## src/rtl/pico_mips_pkg.sv

```systemverilog
// pico_mips_pkg: shared types, opcodes and program ROM image for the picoMIPS test CPU
package pico_mips_pkg;
  typedef enum logic {FETCH, EXEC} state_t;
  typedef logic [3:0] opcode_t;
  localparam int IW = 12;
  localparam opcode_t OP_NOP   = 4'h0;
  localparam opcode_t OP_LDI   = 4'h1;
  localparam opcode_t OP_LDSW  = 4'h2;
  localparam opcode_t OP_WAITH = 4'h3;
  localparam opcode_t OP_STR   = 4'h4;
  localparam opcode_t OP_ADD   = 4'h5;
  localparam opcode_t OP_MULH  = 4'h6;
  localparam opcode_t OP_OUT   = 4'h7;
  localparam opcode_t OP_JMP   = 4'h8;
  localparam opcode_t OP_BZ    = 4'h9;
  localparam int PROG_LEN = 6;
  localparam logic [IW-1:0] PROG [PROG_LEN] = '{
    {OP_WAITH, 8'h00},
    {OP_LDSW,  8'h00},
    {OP_STR,   8'h00},
    {OP_MULH,  8'h00},
    {OP_OUT,   8'h00},
    {OP_JMP,   8'h00}
  };
endpackage

```

## src/rtl/pico_mips_cpu.sv

```systemverilog
// pico_mips_cpu: two-state 8-bit accumulator CPU with built-in program ROM
module pico_mips_cpu
  import pico_mips_pkg::*;
#(
  parameter int ROM_AW = 5
) (
  input  logic       clk,
  input  logic       rst,
  input  logic       tick_i,
  input  logic       en_i,
  input  logic [7:0] sw_i,
  output logic [7:0] led_o
);
  logic [IW-1:0] rom [2**ROM_AW];
  for (genvar g = 0; g < 2**ROM_AW; g++) begin : g_rom
    if (g < PROG_LEN) begin : g_prog
      assign rom[g] = PROG[g];
    end else begin : g_nop
      assign rom[g] = {OP_NOP, 8'h00};
    end
  end
  state_t state, state_d;
  logic [ROM_AW-1:0] pc_q, pc_d;
  logic [IW-1:0] ir_q, ir_d;
  logic [7:0] acc_val, acc_d, led_q, led_d, rn;
  logic [7:0] r_q [4];
  logic [7:0] r_d [4];
  opcode_t op;
  logic [7:0] imm;
  assign op = ir_q[11:8];
  assign imm = ir_q[7:0];
  assign rn = r_q[imm[1:0]];
  assign led_o = led_q;
  // Fetch loads ir from ROM; exec applies the decoded instruction and advances pc
  always_comb begin
    state_d = state;
    pc_d = pc_q;
    ir_d = ir_q;
    acc_d = acc_val;
    led_d = led_q;
    r_d = r_q;
    if (state == FETCH) begin
      ir_d = rom[pc_q];
      state_d = EXEC;
    end else begin
      state_d = FETCH;
      pc_d = pc_q + 1'b1;
      case (op)
        OP_LDI:   acc_d = imm;
        OP_LDSW:  acc_d = sw_i;
        OP_WAITH: pc_d = en_i ? pc_q + 1'b1 : pc_q;
        OP_STR:   r_d[imm[1:0]] = acc_val;
        OP_ADD:   acc_d = acc_val + rn;
        OP_MULH:  acc_d = 8'((16'(acc_val) * 16'(rn)) >> 8);
        OP_OUT:   led_d = acc_val;
        OP_JMP:   pc_d = imm[ROM_AW-1:0];
        OP_BZ:    pc_d = (acc_val == 8'h00) ? imm[ROM_AW-1:0] : pc_q + 1'b1;
        default:  ;
      endcase
    end
  end
  // CPU state advances only on divider ticks; reset overrides everything
  always_ff @(posedge clk) begin
    if (rst) begin
      state <= FETCH;
      pc_q <= '0;
      ir_q <= '0;
      acc_val <= '0;
      led_q <= '0;
      r_q <= '{default: '0};
    end else if (tick_i) begin
      state <= state_d;
      pc_q <= pc_d;
      ir_q <= ir_d;
      acc_val <= acc_d;
      led_q <= led_d;
      r_q <= r_d;
    end
  end
endmodule

```

## src/rtl/pico_mips_4test.sv

```systemverilog
// pico_mips_4test: board wrapper with step-rate divider and switch/LED mapping
module pico_mips_4test
  import pico_mips_pkg::*;
#(
  parameter int DIV_BITS = 4,
  parameter int ROM_AW = 5
) (
  input  logic       fastclk,
  input  logic [9:0] SW,
  output logic [7:0] LED
);
  logic [DIV_BITS-1:0] div_q;
  logic tick;
  assign tick = &div_q;
  // Free-running divider; the CPU steps on the all-ones count
  always_ff @(posedge fastclk) begin
    if (SW[9]) div_q <= '0;
    else div_q <= div_q + 1'b1;
  end
  pico_mips_cpu #(.ROM_AW(ROM_AW)) u_cpu (
    .clk(fastclk),
    .rst(SW[9]),
    .tick_i(tick),
    .en_i(SW[8]),
    .sw_i(SW[7:0]),
    .led_o(LED)
  );
endmodule

```

## config.mk

```make
export PLATFORM = sky130hd
export DESIGN_NAME = pico_mips_4test
export DESIGN_NICKNAME = d
export VERILOG_FILES = /design/src/rtl/pico_mips_pkg.sv /design/src/rtl/pico_mips_cpu.sv /design/src/rtl/pico_mips_4test.sv
export SDC_FILE = /design/constraint.sdc
export NUM_CORES = 1
export LEC_CHECK = 0
export ABC_AREA = 1
export BUFFER_PORTS_ARGS = -buffer_cell sky130_fd_sc_hd__buf_2
export CAP_MARGIN = 20
export CORE_UTILIZATION = 40
export DETAILED_ROUTE_END_ITERATION = 8
export PLACE_DENSITY = 0.61
export SLEW_MARGIN = 25
export SYNTH_ARGS = -nofsm -noshare
export SYNTH_HDL_FRONTEND = slang
export SYNTH_SLANG_ARGS = --single-unit
```

## constraint.sdc

```tcl
create_clock -name fastclk -period 6.01 [get_ports fastclk]
set_input_delay 0.601 -clock fastclk [delete_from_list [all_inputs] [get_ports fastclk]]
set_output_delay 0.601 -clock fastclk [all_outputs]
set_load 0.05 [all_outputs]
```

# ---- Word level (Yosys, flattened, before mapping)
# Memories as Yosys holds them, arrays and structs flattened. A register that Yosys moved wholly into a read port is not among the register bits.
# Index checks and enable logic that the tools add are counted.
dict set report word_totals {
  n_memories 1
  in_bits 11
  wordCells 49
  rom_bits 384
  out_inout_bits 8
  regBits 58
}
# name depth width read_ports rd_clocked_by_memory_dff wr line
set mem_list {}
lappend mem_list {{(no name shown)} 32 12 1 1 0 pico_mips_cpu.sv:43} ;# ir_d = rom[pc_q];
dict set report classes {
  magnitude_cmp 2
  bitwise_logic 3
  mul 1
  addsub 3
  muxes 11
  eq_ne 10
  reduce_logical 9
}
# operator count
set ops {}
lappend ops {{$bwmux W32} 1}
lappend ops {{$pmux W8 S4} 1}
lappend ops {{$mux W8} 3}
lappend ops {{$reduce_and A6 Y1} 4}
lappend ops {{$bmux W8 S2} 1}
lappend ops {{$demux W8 S2} 1}
lappend ops {{$eq A4 B3 Y1 const B} 4}
lappend ops {{$mul A8 B8 Y16} 1}
lappend ops {{$pmux W5 S3} 1}
lappend ops {{$mux W5} 2}
lappend ops {{$add A8 B8 Y8} 1}
lappend ops {{$eq A4 B2 Y1 const B} 2}
lappend ops {{$eq A4 B4 Y1 const B} 2}
lappend ops {{$logic_not A8 Y1} 1}
lappend ops {{$not A5 Y6} 1}
lappend ops {{$add A5 B1 Y5 const B} 1}
lappend ops {{$reduce_and A5 Y1} 1}
lappend ops {{$add A4 B1 Y4 const B} 1}
lappend ops {{$eq A4 B1 Y1 const B} 1}
lappend ops {{$reduce_and A4 Y1} 1}
lappend ops {{$reduce_bool A4 Y1} 1}
lappend ops {{$ge A3 B3 Y1 const B} 1}
lappend ops {{$lt A3 B1 Y1 const B} 1}
lappend ops {{$not A2 Y3} 1}
lappend ops {{4 further kinds} 4}

# ---- Logic depth before layout (Yosys ltp)
# Gate-level depths: netlist of run 1.
dict set report logic_depth {
  word_depth 6
  mapped_depth 23
  mapped_depth_nobuf 22
}

# ---- Modules after synthesis
# A second synthesis of run 1 with hierarchy kept.
dict set report unflattened {
  hier_cells 612
  area_unflattened_um2 4267.8
}
# mod seq_area_each_um2 cells_per_inst area_per_inst_um2 instances
set by_module_without_submodules {}
lappend by_module_without_submodules {pico_mips_cpu 680.7 594 4116.4 1}
lappend by_module_without_submodules {pico_mips_4test 80.1 18 151.4 1}

# ---- Least setup slack after synthesis of run 1
# Ideal clock, no wire load.
dict set report synth_path {
  path_type {register to register}
  start {register u_cpu.acc_val[3]}
  end {register u_cpu.acc_val[6]}
  required_time_ps 5939
  arrival_time_ps 3934
  path_stages_with_launch 20
  n_path_buf 1
  setup_time_ps 71
  path_slack_ps 2005
  synth_period_minus_slack_ps 4005
  path_cell_list {dfxtp_1 clkbuf_1 nand2_1 inv_1 fa_1 fa_1 fa_1 inv_1 fa_1 inv_1 ha_1 a21oi_1 o21ai_1 a21oi_1 nand2_1 nand2_1 nand3_1 nand2_1 nand2_1 a21oi_1}
}
dict set report synth_between {
  elab_chain_len 2
  elab_cells_between_ends 3
  cone_classes {add/sub: 1; mul: 1; mux: 1}
}
# item line
set synth_rtl {}
lappend synth_rtl {{from (decl)} pico_mips_cpu.sv:25} ;# logic [7:0] acc_val, acc_d, led_q, led_d, rn;
lappend synth_rtl {{from (signal assigned)} pico_mips_cpu.sv:68} ;# acc_val <= '0;
lappend synth_rtl {{from (signal assigned)} pico_mips_cpu.sv:75} ;# acc_val <= acc_d;
lappend synth_rtl {{$mul A8 B8 Y16 or $add A8 B8 Y8 (tied branches)} {pico_mips_cpu.sv:54, pico_mips_cpu.sv:53}}
lappend synth_rtl {{$pmux W8 S4 (*)} pico_mips_cpu.sv:48} ;# case (op)
# Mark *: on every way between the ends. The rest lies on a longest branch, timed or not.
# A chain may end at the register's enable or synchronous reset.

# ---- Worst setup path after layout of run 1
dict set report layout_path {
  start {register u_cpu.acc_val[4]}
  end {register u_cpu.acc_val[7]}
}
# Same word-level chain as after synthesis.

==> impl_metrics.json, run 1 <==
{
  "status": "completed",
  "ys.warnings.count": 0,
  "setup_tns_ns": 0,
  "synth_area_leaders": "dfxtp_1, fa_1, ha_1",
  "grt_usage_pct": 19.27,
  "maxSlewViolCount": 0,
  "grt_pass1_wl_um": 17210,
  "grt_pass1_vias": 3597,
  "initial_core_util_pct": 41.27,
  "cp_common_cell": "nand2_1",
  "cp.required_ns": 6.24,
  "synthDistinctLibCells": 45,
  "postRouteWirelength_um": 9991,
  "drt.antenna.violating_nets": 0,
  "drive_gt1_share_pct": 9.646,
  "clockRootBuffer": "clkbuf_8",
  "holdBufCountCts": 0,
  "routabilityCongestion": 0.8969,
  "finClkSkew_ns": 0.01026,
  "fmax_mhz": 222.3,
  "pin_count": 19,
  "die_w_um": 105.2,
  "vias": 3739,
  "dieHeight_um": 105.2,
  "crit_fanout": 12,
  "htree_num_levels": 2,
  "grt_max_degree": 23,
  "vdd_drop_max_mv": 0.08631,
  "critPathBufInv": 2,
  "slew_headroom_pct": 59.86,
  "fin_nets": 713,
  "cts_buffers": 5,
  "drt-wirelength-per-cell_um": 13.18,
  "fillers": 1072,
  "cts_resized": 0,
  "dr.pass1.iters": 6,
  "avgSynthCellArea_um2": 6.927,
  "vias_per_cell": 4.933,
  "synth_fp_nets": 707,
  "dp_hpwl_um": 8055,
  "clock_sinks": 38,
  "power_density_nw_per_um2": 117.1,
  "path_delay_family": "adder cells",
  "dieArea_um2": 11070,
  "cp-start-kind": "flop",
  "finalHoldViolations": 0,
  "end_kind": "flop",
  "cts_tree": "yes",
  "synth_top_area_share_pct": 17.86,
  "io_buffers": 18,
  "arrival_ns": 4.73,
  "rsz0062_at_grt": "no",
  "worst_slew_pin_slew_ns": 0.6015,
  "cts_setup_buffers": 0,
  "synth_edf_count": 0,
  "ys_ff_latch": 38,
  "synth_cells": 615,
  "drt_iter0_markers": 222,
  "core-area_um2": 10320,
  "path_cells": "ha_1 > fa_1 > fa_1 > fa_1 > inv_1 > fa_1 > inv_1 > ha_1 > nand2_1 > nand2_1 > nand3_1 > nand2_1 > a21oi_1 > nand2_1 > nand2_1 > nand3_1 > nand3_1 > nand2_1 > a21oi_2",
  "diodes": 0,
  "clock_latency_ns": 0.29,
  "postSynth.asyncResetShare_pct": 0,
  "p_leak_nw": 2.612,
  "setup_viol": 0,
  "ys_seq_area_share_pct": 17.86,
  "fin_crit_sh_pct": 74.85,
  "overflow": 0,
  "path_class": "reg -> reg",
  "yosysTopAreaCell": "dfxtp_1",
  "period_minus_slack_ns": 4.499,
  "drc_errors": 0,
  "synth_area_um2": 4260,
  "fin_cells": 758,
  "ys.flop_type": "dfxtp_1",
  "dp_cells": 750,
  "critPathSlowestCell": "dfxtp_1",
  "cap_violations": 0,
  "rows": 37,
  "clockBufferDepth": 2,
  "max_stage_delay_ns": 0.66,
  "antenna_found_initial": 0,
  "clkSlewWorstSetupHoldPaths_ns": 0.08,
  "hold_class": "reg -> reg",
  "syn2layout_area_growth_pct": 7.254
}
==> worst paths after layout <==
kind                    start          endpoint  slack (ns)  depth (start not counted)
max          u_cpu.acc_val[4]  u_cpu.acc_val[7]        1.51                         19
min                  div_q[0]          div_q[0]        0.48                          1
max reg2reg  u_cpu.acc_val[4]  u_cpu.acc_val[7]        1.51                         19
min reg2reg          div_q[0]          div_q[0]        0.48                          1
==> state kept, by name (all words and copies together) (netlist names) <==
name,count
u_cpu.led_o,8
u_cpu.acc_val,8
u_cpu.ir_q,4
u_cpu.r_q,8
u_cpu.state,1
u_cpu.pc_q,5
div_q,4
==> final cells by class <==
cell class	instances	area, um^2	area share (%)
clock inverters	3	68.82	1.506
well taps	136	170.2	3.724
multi-input cells	425	2910	63.69
flip-flops and latches	38	760.7	16.65
clock buffers	5	68.82	1.506
inverters	133	500.5	10.95
repair buffers	18	90.09	1.972
==> per-layer routing <==
layer	global-route usage [%]	wire length, um
met2	29.93	4395
met4	4.527	178
met5	0	0
met3	2.620	586
met1	28.10	4830
==> cells in the mapped netlist (all sizes together), types with 13 or more instances <==
master and number:
o21ai 32, a21oi 29, inv 132, nand2 151, dfxtp 38, buf 13, ha 45, nand3 30
nor2 66, fa 36
==> power breakdown <==
part | switching, mW | internal (mW)
sequential | 0.00173 | 0.253
clock | 0.0996 | 0.166
combinational | 0.00879 | 0.00534
total | 0.110 | 0.425
==> through the flow <==
stage | power [mW] | instance area (um^2) | setup WS [ns] | hold slack, ns | utilization [%]
floorplan | 0.2687 | 4260 | 2.005 | 0.4399 | -
global placement | 0.2745 | 4432 | 1.591 | 0.4559 | 42.93
detailed placement | 0.2750 | 4432 | 1.565 | 0.4636 | 42.93
CTS | 0.5381 | 4569 | 1.545 | 0.4872 | 44.26
global route | 0.5529 | 4569 | 1.210 | 0.5123 | 44.26
finish | 0.5351 | 4569 | 1.511 | 0.4829 | 44.26
==> layout by cell type (no fill, tap or decap), types with 3 or more instances in the layout <==
| cell type | Yosys | routed |
|---|---|---|
| buf_2 | 8 | 18 |
| and2_1 | 3 | 3 |
| dfxtp_1 | 38 | 38 |
| a21oi_2 | 3 | 3 |
| nand4_1 | 5 | 5 |
| o21ai_0 | 25 | 25 |
| nor2_2 | 3 | 3 |
| nor2_1 | 60 | 60 |
| ha_1 | 45 | 45 |
| a21oi_1 | 26 | 26 |
| nand3_1 | 29 | 29 |
| nand2_1 | 144 | 144 |
| inv_1 | 123 | 123 |
| clkbuf_8 | 0 | 5 |
| nand2_2 | 6 | 6 |
| fa_1 | 36 | 36 |
| nor3_1 | 3 | 3 |
| o211ai_1 | 3 | 3 |
| nor2_4 | 3 | 3 |
| inv_2 | 9 | 9 |
| o21ai_1 | 7 | 7 |
==> logic make-up (layout without fill, tap and decap cells) <==
group	count (synthesis)	after routing	share of synthesized area [%]
and+or+nand+nor	268	268	27.69
buffers and inverters	152	159	13.83
adders and majority gates	81	81	30.13
AOI/OAI and AO/OA	74	74	10.07
DFF	38	38	17.86
xor gates and xnor gates	2	2	0.4112
(Power assumes the default switching activity.)
==> run 2: changes to the inputs <==
Settings changed: PLACE_DENSITY 0.61 to 0.63.
Clock period 6.01 ns to 3.6 ns, I/O delays scaled along.
==> run 2 against run 1 <==
  * The flow now finishes with violations (negative setup slack)
  * Wire length is 8.9% higher
  * Clock power rose by 68%
  * Cell count is 7.0% higher
  * Clock-buffer cell count stayed put
  * Non-clock buffer count rose by 53
  * Combinational power up 66%
  * Final area increased by 16%
  * Setup slack lost 1.8 ns
  * Sequential cell count unchanged
  * Clock skew rose by 0.0021 ns
  * Critical path type unchanged
==> impl_metrics.json, run 2 (same netlist as run 1, synthesis figures left out) <==
{
  "fin_crit_sh_pct": 108.6,
  "initial_core_util_pct": 41.27,
  "p_leak_nw": 2.944,
  "p_switching_mw": 0.1861,
  "sw_frac_of_total_pct": 20.88,
  "dp_cells": 795,
  "vdd_drop_max_mv": 0.1369,
  "vias_per_cell": 4.827,
  "end_kind": "flop",
  "period_minus_slack_ns": 3.908,
  "dr.pass1.iters": 6,
  "cts_tree": "yes",
  "io_buffers": 18,
  "hold_class": "in -> reg",
  "dieHeight_um": 105.2,
  "finClkSkew_ns": 0.01237,
  "pin_count": 19,
  "rsz0062_at_grt": "yes",
  "maxSlewViolCount": 0,
  "fin_cells": 811,
  "grt_max_degree": 23,
  "critPathBufInv": 4,
  "slew_headroom_pct": 60.64,
  "drive_gt1_share_pct": 25.78,
  "rrSetupSlack_ns": -0.31,
  "cp.required_ns": 3.83,
  "vias": 3915,
  "die_w_um": 105.2,
  "cp_common_cell": "fa_1",
  "syn2layout_area_growth_pct": 24.20,
  "grt_usage_pct": 20.25,
  "drt_iter0_markers": 252,
  "max_stage_delay_ns": 0.50,
  "path_cells": "buf_6 > nand2_2 > inv_2 > fa_1 > fa_1 > fa_1 > inv_1 > fa_1 > inv_2 > ha_4 > nand2_4 > nor2_4 > nand4_1 > nand3_1 > nand3_2 > nand2_1 > nand2_1 > a21oi_2",
  "clock_latency_ns": 0.30,
  "critPathSlowestCell": "fa_1",
  "sequential_cell_area_um2": 790.8,
  "rows": 37,
  "power.internal_mw": 0.7049,
  "finalHoldViolations": 0,
  "power_frac_seq_pct": 47.2,
  "fin_nets": 766,
  "arrival_ns": 4.13,
  "grt_pass1_wl_um": 17840,
  "core-area_um2": 10320,
  "dieArea_um2": 11070,
  "drc_errors": 0,
  "drt.antenna.violating_nets": 0,
  "clkPwrFrac_pct": 50.1,
  "postRouteWirelength_um": 10880,
  "routabilityCongestion": 0.8564,
  "dp_hpwl_um": 8730,
  "status": "complete, but fails checks",
  "total_power_mw": 0.8910,
  "clockRootBuffer": "clkbuf_8",
  "cp-start-kind": "flop",
  "drt-wirelength-per-cell_um": 13.42,
  "htree_num_levels": 2,
  "failed_checks": "negative setup slack",
  "multi_input_comb_area_um2": 3189,
  "overflow": 0,
  "grt_pass1_vias": 3660,
  "crit_fanout": 6,
  "setup_tns_ns": -2.024,
  "power_density_nw_per_um2": 168.4,
  "clock_sinks": 38,
  "path_delay_family": "adder cells",
  "fmax_mhz": 255.9,
  "holdBufCountCts": 0,
  "fillers": 1014,
  "worst_slew_pin_slew_ns": 0.5897,
  "final_common_cell": "nand2_1",
  "clockBufferDepth": 2,
  "path_class": "reg -> reg",
  "antenna_found_initial": 0,
  "cap_violations": 0,
  "setup_ws_ns": -0.3078,
  "clkSlewWorstSetupHoldPaths_ns": 0.08,
  "dp_slack_ns": -0.4874,
  "diodes": 0,
  "cts_buffers": 5,
  "layout.cells.most_common_list": "nand2_1, inv_1, nor2_1, buf_4, ha_1",
  "pwr-share-comb_pct": 2.6,
  "setup_viol": 8
}
[run 2: changes by cell type in the layout (fill, tap and decap cells not counted), sizes merged]
cell | before | now
buf | 18 | 71
[run 2: through the flow]
step,area [um^2],utilization (%),hold slack (ns)
final,5291,51.25,0.4213
after global routing,5291,51.25,0.4258
after CTS,5191,50.28,0.4137
after detailed placement,4867,47.15,0.4687
after global placement,4867,47.15,0.4531
after floorplan,4419,-,0.4291
[run 2: power groups by stage]
stage	combinational (mW)	clock (mW)	sequential (mW)
6_report	0.0234	0.447	0.421
5_1_grt	0.0264	0.471	0.421
4_1_cts	0.0235	0.451	0.422
3_5_place_dp	0.0234	0	0.435
3_3_place_gp	0.0228	0	0.435
2_1_floorplan	0.0136	0	0.435
[run 2: worst paths after layout]
| kind | startpoint | to | cells past startpoint |
|---|---|---|---|
| worst min register to register | div_q[0] | div_q[0] | 1 |
| worst min-delay path | SW[9] | div_q[0] | 2 |
| worst max register to register | u_cpu.r_q[27] | u_cpu.acc_val[6] | 18 |
| worst max-delay path | u_cpu.r_q[27] | u_cpu.acc_val[6] | 18 |
[run 2: cell type report]
| type | count | area share (%) |
|---|---|---|
| Multi-Input combinational cell | 425 | 60.27 |
| Sequential cell | 38 | 14.94 |
| Timing Repair Buffer | 71 | 9.506 |
| Inverter | 133 | 9.459 |
| Tap cell | 136 | 3.216 |
| Clock buffer | 5 | 1.301 |
| Clock inverter | 3 | 1.301 |
[run 2: repair_timing]
item,in CTS,in global routing
pin swaps,22,22
gates resized for setup,39,25
setup endpoints to repair,8,8
setup buffers,7,1
[run 2: metal layers]
metal  share of wire (%)  track usage (%)  vias up  wire length (um)
met1                  48            28.77     1813              5169
met4                 1.6            3.722        0               178
met3                 4.1            3.306       14               450
met2                  47            32.42       85              5082
met5                   0                0        -                 0
li1                    -                -     2003                 -
